**src/rtl/alu_req_arbiter.sv**
```systemverilog
// Shares one registered ALU between NUM_REQ requesters: round-robin grant, issue, wait, tagged response.
// Optional macro ALU_REQ_ARB_FIXED_PRIO_EN selects fixed priority (lowest index wins) instead of round-robin.
module alu_req_arbiter #(
  parameter  int NUM_REQ     = 2,
  parameter  int ALU_LATENCY = 1,
  localparam int ID_W        = $clog2(NUM_REQ)
) (
  input  logic                    clk,
  input  logic                    rst_n,
  input  logic [NUM_REQ-1:0]      req_valid,
  output logic [NUM_REQ-1:0]      req_ready,
  input  logic [NUM_REQ*5-1:0]    req_a,
  input  logic [NUM_REQ*5-1:0]    req_b,
  input  logic [NUM_REQ*7-1:0]    req_op,
  output logic                    ALU_en,
  output logic                    a_en,
  output logic                    b_en,
  output logic [2:0]              a_op,
  output logic [1:0]              b_op,
  output logic signed [4:0]       A,
  output logic signed [4:0]       B,
  input  logic signed [5:0]       C,
  output logic                    rsp_valid,
  input  logic                    rsp_ready,
  output logic signed [5:0]       rsp_data,
  output logic [ID_W-1:0]         rsp_id,
  output logic                    busy
);

  localparam int CNT_W = (ALU_LATENCY > 1) ? $clog2(ALU_LATENCY) : 1;
  localparam logic [CNT_W-1:0] WAIT_INIT = CNT_W'(ALU_LATENCY - 1);
  localparam logic [ID_W:0]    NUM_REQ_W = (ID_W + 1)'(NUM_REQ);

  typedef enum logic [1:0] {S_IDLE, S_ISSUE, S_WAIT, S_RESP} state_t;

  state_t                  state_reg, state_next;
  logic [CNT_W-1:0]        wait_cnt_reg, wait_cnt_next;
  logic [ID_W-1:0]         id_reg, id_next;
  logic                    alu_en_reg, alu_en_next;
  logic                    a_en_reg, a_en_next;
  logic                    b_en_reg, b_en_next;
  logic [2:0]              a_op_reg, a_op_next;
  logic [1:0]              b_op_reg, b_op_next;
  logic signed [4:0]       a_reg, a_next;
  logic signed [4:0]       b_reg, b_next;
  logic                    rsp_valid_reg, rsp_valid_next;
  logic signed [5:0]       rsp_data_reg, rsp_data_next;
  logic [ID_W-1:0]         rsp_id_reg, rsp_id_next;

  logic [4:0]              op_a   [NUM_REQ];
  logic [4:0]              op_b   [NUM_REQ];
  logic [6:0]              op_ctl [NUM_REQ];
  logic                    grant_found;
  logic [ID_W-1:0]         grant_idx;
  logic [ID_W:0]           cand;
  logic [ID_W-1:0]         search_base;
  logic                    accept;

  genvar gi;
  generate
    for (gi = 0; gi < NUM_REQ; gi++) begin : g_req
      assign op_a[gi]      = req_a[5*gi +: 5];
      assign op_b[gi]      = req_b[5*gi +: 5];
      assign op_ctl[gi]    = req_op[7*gi +: 7];
      assign req_ready[gi] = rst_n && accept && (grant_idx == ID_W'(gi));
    end
  endgenerate

`ifdef ALU_REQ_ARB_FIXED_PRIO_EN
  assign search_base = '0;
`else
  localparam logic [ID_W-1:0] LAST_IDX = ID_W'(NUM_REQ - 1);
  logic [ID_W-1:0] rr_ptr_reg;

  // Pointer moves just past the winner so the winner becomes lowest priority next time.
  always_ff @(posedge clk or negedge rst_n) begin
    if (!rst_n) begin
      rr_ptr_reg <= '0;
    end else if (accept) begin
      rr_ptr_reg <= (grant_idx == LAST_IDX) ? '0 : grant_idx + ID_W'(1);
    end
  end

  assign search_base = rr_ptr_reg;
`endif

  // Rotating search starting at search_base, wrapping modulo NUM_REQ.
  always_comb begin
    grant_found = 1'b0;
    grant_idx   = '0;
    cand        = '0;
    for (int k = 0; k < NUM_REQ; k++) begin
      cand = {1'b0, search_base} + (ID_W + 1)'(k);
      if (cand >= NUM_REQ_W) cand = cand - NUM_REQ_W;
      if (!grant_found && req_valid[cand[ID_W-1:0]]) begin
        grant_found = 1'b1;
        grant_idx   = cand[ID_W-1:0];
      end
    end
  end

  assign accept = (state_reg == S_IDLE) && grant_found;

  always_comb begin
    state_next     = state_reg;
    wait_cnt_next  = wait_cnt_reg;
    id_next        = id_reg;
    alu_en_next    = alu_en_reg;
    a_en_next      = a_en_reg;
    b_en_next      = b_en_reg;
    a_op_next      = a_op_reg;
    b_op_next      = b_op_reg;
    a_next         = a_reg;
    b_next         = b_reg;
    rsp_valid_next = rsp_valid_reg;
    rsp_data_next  = rsp_data_reg;
    rsp_id_next    = rsp_id_reg;
    unique case (state_reg)
      S_IDLE: begin
        // ALU inputs are loaded at acceptance so they are already valid during ISSUE.
        if (accept) begin
          state_next  = S_ISSUE;
          id_next     = grant_idx;
          a_next      = op_a[grant_idx];
          b_next      = op_b[grant_idx];
          a_en_next   = op_ctl[grant_idx][6];
          b_en_next   = op_ctl[grant_idx][5];
          a_op_next   = op_ctl[grant_idx][4:2];
          b_op_next   = op_ctl[grant_idx][1:0];
          alu_en_next = 1'b1;
        end
      end
      S_ISSUE: begin
        state_next    = S_WAIT;
        wait_cnt_next = WAIT_INIT;
      end
      S_WAIT: begin
        if (wait_cnt_reg == '0) begin
          state_next     = S_RESP;
          rsp_data_next  = C;
          rsp_id_next    = id_reg;
          rsp_valid_next = 1'b1;
          alu_en_next    = 1'b0;
          a_en_next      = 1'b0;
          b_en_next      = 1'b0;
        end else begin
          wait_cnt_next = wait_cnt_reg - CNT_W'(1);
        end
      end
      S_RESP: begin
        if (rsp_ready) begin
          state_next     = S_IDLE;
          rsp_valid_next = 1'b0;
        end
      end
      default: state_next = S_IDLE;
    endcase
  end

  always_ff @(posedge clk or negedge rst_n) begin
    if (!rst_n) begin
      state_reg     <= S_IDLE;
      wait_cnt_reg  <= '0;
      id_reg        <= '0;
      alu_en_reg    <= 1'b0;
      a_en_reg      <= 1'b0;
      b_en_reg      <= 1'b0;
      a_op_reg      <= '0;
      b_op_reg      <= '0;
      a_reg         <= '0;
      b_reg         <= '0;
      rsp_valid_reg <= 1'b0;
      rsp_data_reg  <= '0;
      rsp_id_reg    <= '0;
    end else begin
      state_reg     <= state_next;
      wait_cnt_reg  <= wait_cnt_next;
      id_reg        <= id_next;
      alu_en_reg    <= alu_en_next;
      a_en_reg      <= a_en_next;
      b_en_reg      <= b_en_next;
      a_op_reg      <= a_op_next;
      b_op_reg      <= b_op_next;
      a_reg         <= a_next;
      b_reg         <= b_next;
      rsp_valid_reg <= rsp_valid_next;
      rsp_data_reg  <= rsp_data_next;
      rsp_id_reg    <= rsp_id_next;
    end
  end

  assign ALU_en    = alu_en_reg;
  assign a_en      = a_en_reg;
  assign b_en      = b_en_reg;
  assign a_op      = a_op_reg;
  assign b_op      = b_op_reg;
  assign A         = a_reg;
  assign B         = b_reg;
  assign rsp_valid = rsp_valid_reg;
  assign rsp_data  = rsp_data_reg;
  assign rsp_id    = rsp_id_reg;
  assign busy      = (state_reg != S_IDLE);

endmodule

```
**config.mk**
```make
export PLATFORM = sky130hd
export DESIGN_NAME = alu_req_arbiter
export DESIGN_NICKNAME = d
export VERILOG_FILES = /design/src/rtl/alu_req_arbiter.sv
export SDC_FILE = /design/constraint.sdc
export NUM_CORES = 1
export LEC_CHECK = 0
export ABC_AREA = 1
export CAP_MARGIN = 20
export CORE_MARGIN = 3
export CORE_UTILIZATION = 40
export DETAILED_ROUTE_END_ITERATION = 10
export PLACE_DENSITY = 0.8
export SLEW_MARGIN = 20
export SYNTH_ARGS = -nofsm -noshare
export SYNTH_HDL_FRONTEND = slang
export SYNTH_SLANG_ARGS = --single-unit
```
**constraint.sdc**
```tcl
create_clock -name clk -period 1.79 [get_ports clk]
set_input_delay 0.358 -clock clk [delete_from_list [all_inputs] [get_ports clk]]
set_output_delay 0.358 -clock clk [all_outputs]
set_load 0.05 [all_outputs]
```
==> reports/qor.yml <==
die_y_microns: 66.6
required_ns: 1.43
clock_latency_ns: 0.28
io_pins: 74
ys_top_cells_by_count: "nand2_1 (50), nand3_1 (37), dfrtp_1 (30)"
fin_ws_ns: 0.0179
ff2ff_path_depth: 7
wl_per_cell_microns: 13.8
p_seq_frac: 0.254
cts_buffers: 5
synth-edff-count: 0
yosysMostFrequentCell: "nand2_1"
htree_levels: 2
synth_top_area_share: 0.512
max_freq_ghz: 0.564
r2r-start: "state_reg[0]$_DFFE_PN0P_"
seqCellArea_sq_um: 751
largest_register_ffs: 6
hold_depth: 2
core_area_sq_mm: 0.00344
stdcell_area_sq_mm: 0.00241
routed_wl_microns: 4220
drc_errors: 0
clockBufferDepth: 2
p_per_area_mw_per_mm2: 1950
maxCapViolCount: 0
period_share: 0.990
fill_cells: 286
p_sw_frac: 0.503
crit_path_max_fanout: 4
yosysWarnings: 0
synth.yosys.seq_area_share: 0.512
drtAntennaViolNets: 0
worstSetupEndpointType: "output pin"
syn-cell-area_sq_mm: 0.00147
fin_crit_ns: 1.77
skew_ns: 0.00693
drv_slew: 0
areaGrowthSynthToFinish_pct: 64.1
cts.sinks: 30
finalSetupViolations: 0
first_pass_iters: 4
async_reset_ff_frac: 1.00
synthTopCellsByArea: "dfrtp_1 (51%), nand2_1 (13%), nand3_1 (13%)"
fin_nets: 309
syn_inst: 171
holdBufCountCts: 0
ys_types: 20
overflow: 0
syn_nets: 220
post-route-util: 0.700
antenna_found_initial: 0
drt_iter0_markers: 112
fp.dieW_microns: 66.6
die-area_sq_mm: 0.00443
grt_pass1_vias: 1499
port_buffers: 73
min_from: "id_reg$_DFFE_PN0P_"
pre_cts_slack_ns: -0.0334
clkTransAtPathRegs_ns: 0.06
p_int_mw: 2.33
ys.flop_type: "dfrtp_1"
rows: 21
path_class: "reg -> out"
p_leak_nw: 1.18
min_path_type: "reg -> reg"
yosys.area.top_type: "dfrtp_1"
rrSetupSlack_ns: 0.19
fin_hold_ws_ns: 0.473
cts_root_buf: "clkbuf_8"
cts_tree: "yes"
multi_input_area_sq_um: 646
hold-path-endpoint: "id_reg$_DFFE_PN0P_"
gp_congestion: 0.800
diodes: 0
drive_gt1_frac: 0.253
grtUsageTotal: 0.195
cp.arrival_ns: 1.41
via_per_inst: 5.04
syn_area_per_cell_sq_um: 8.58
start_util: 0.426
start_kind: "flop"
rsz0062_at_grt: "yes"
final_hold_viol_count: 0
synth_seq_cells: 30
slew-limit-headroom: 0.720
grt_max_degree: 31
reg2reg_to: "rsp_data[5]$_DFFE_PN0P_"
p_clk_frac: 0.116
vdd_drop_max_v: 0.00125
grt_first_pass_wirelength_microns: 6560
worstMarginPinSlew_ns: 0.420
place_area_sq_mm: 0.00225
p_sw_mw: 2.36
vias: 1548
status: "finished, final reports clean"
hpwlAfterDp_microns: 3040
p_comb_frac: 0.630
worst max-delay path by stage:
| stage | start | to | slack [ns] | depth (start not counted) |
|---|---|---|---|---|
| floorplan | state_reg[0]$_DFFE_PN0P_ | req_ready[0] | -0.04 | 7 |
| global placement | req_valid[1] | req_ready[0] | -0.02 | 6 |
| detailed placement | req_valid[1] | req_ready[0] | -0.03 | 6 |
| CTS | state_reg[1]$_DFFE_PN0P_ | req_ready[0] | 0.001 | 7 |
| global route | state_reg[0]$_DFFE_PN0P_ | req_ready[0] | -0.04 | 7 |
| finish | state_reg[0]$_DFFE_PN0P_ | req_ready[0] | 0.02 | 7 |
power by group through the flow:
stage | Combinational (mW) | Sequential, mW | Clock, mW
2_1_floorplan | 0.943 | 2.15 | 0
3_3_place_gp | 2.74 | 1.19 | 0
3_5_place_dp | 2.79 | 1.20 | 0
4_1_cts | 2.89 | 1.19 | 0.563
5_1_grt | 3.17 | 1.23 | 0.593
6_report | 2.95 | 1.19 | 0.545
placed cells by master (no fill, tap or decap):
cell type,Yosys,routed
nor2_4,1,3
nand3b_1,2,2
inv_2,1,2
clkdlybuf4s50_1,0,42
buf_4,2,46
dfrtp_1,30,30
clkbuf_1,0,1
nand4_1,15,15
nand2_4,1,1
o21ai_1,1,2
nand2_1,50,49
o21ai_0,3,2
inv_1,8,6
dlymetal6s2s_1,0,1
nand2_2,1,2
o2bb2ai_1,1,1
nor2_1,4,2
ha_1,4,3
clkbuf_8,0,6
ha_4,0,1
nor3_1,1,1
nand3_1,37,37
inv_4,0,1
buf_12,0,2
clkinv_2,0,1
or2_2,1,1
dlygate4sd2_1,0,1
cell type report:
type	count	share of cell area
Sequential cell	30	0.312
Clock buffer	7	0.0358
Timing Repair Buffer	92	0.343
Tap cell	46	0.0239
Inverter	9	0.0151
Multi-Input combinational cell	122	0.268
Clock inverter	1	0.00208
kinds of logic (layout without fill, tap and decap cells):
group | Yosys count | after routing | share of synthesized area
adder cells (fa/ha/maj) | 4 | 4 | 0.0341
AO/OA/AOI/OAI | 5 | 5 | 0.0196
flip-flops | 30 | 30 | 0.512
buffers and inverters | 19 | 109 | 0.0690
AND/OR/NAND/NOR | 113 | 113 | 0.366
per-layer routing:
| metal | global-route usage | wire, microns | vias up |
|---|---|---|---|
| met5 | 0 | 0 | - |
| met4 | 0.0964 | 65 | 0 |
| met1 | 0.224 | 1710 | 723 |
| li1 | - | - | 759 |
| met2 | 0.339 | 2170 | 60 |
| met3 | 0.0438 | 283 | 6 |
through the flow:
step                      TNS, ns  instances  power, mW
after floorplan           -0.0402        171       3.09
after global placement    -0.0162        292       3.93
after detailed placement  -0.0334        292       3.99
after CTS                       0        303       4.64
after global routing      -0.0450        307       4.98
final                           0        307       4.69
what timing repair did:
action | in CTS | in global routing
pin swaps | 1 | 4
cloned | 0 | 0
setup endpoints to repair | 2 | 2
hold endpoints to repair | 0 | 0
gates resized for setup | 6 | 2
buffers inserted | 3 | 4
critical path: stages, from the launching register on:
cell and delay, ns:
dfrtp_1 0.39, inv_2 0.08, ha_4 0.17, inv_4 0.05, nor2_4 0.09, nand2_2 0.08, nor2_4 0.13, buf_12 0.14
Power figures use the tool's default switching activity.
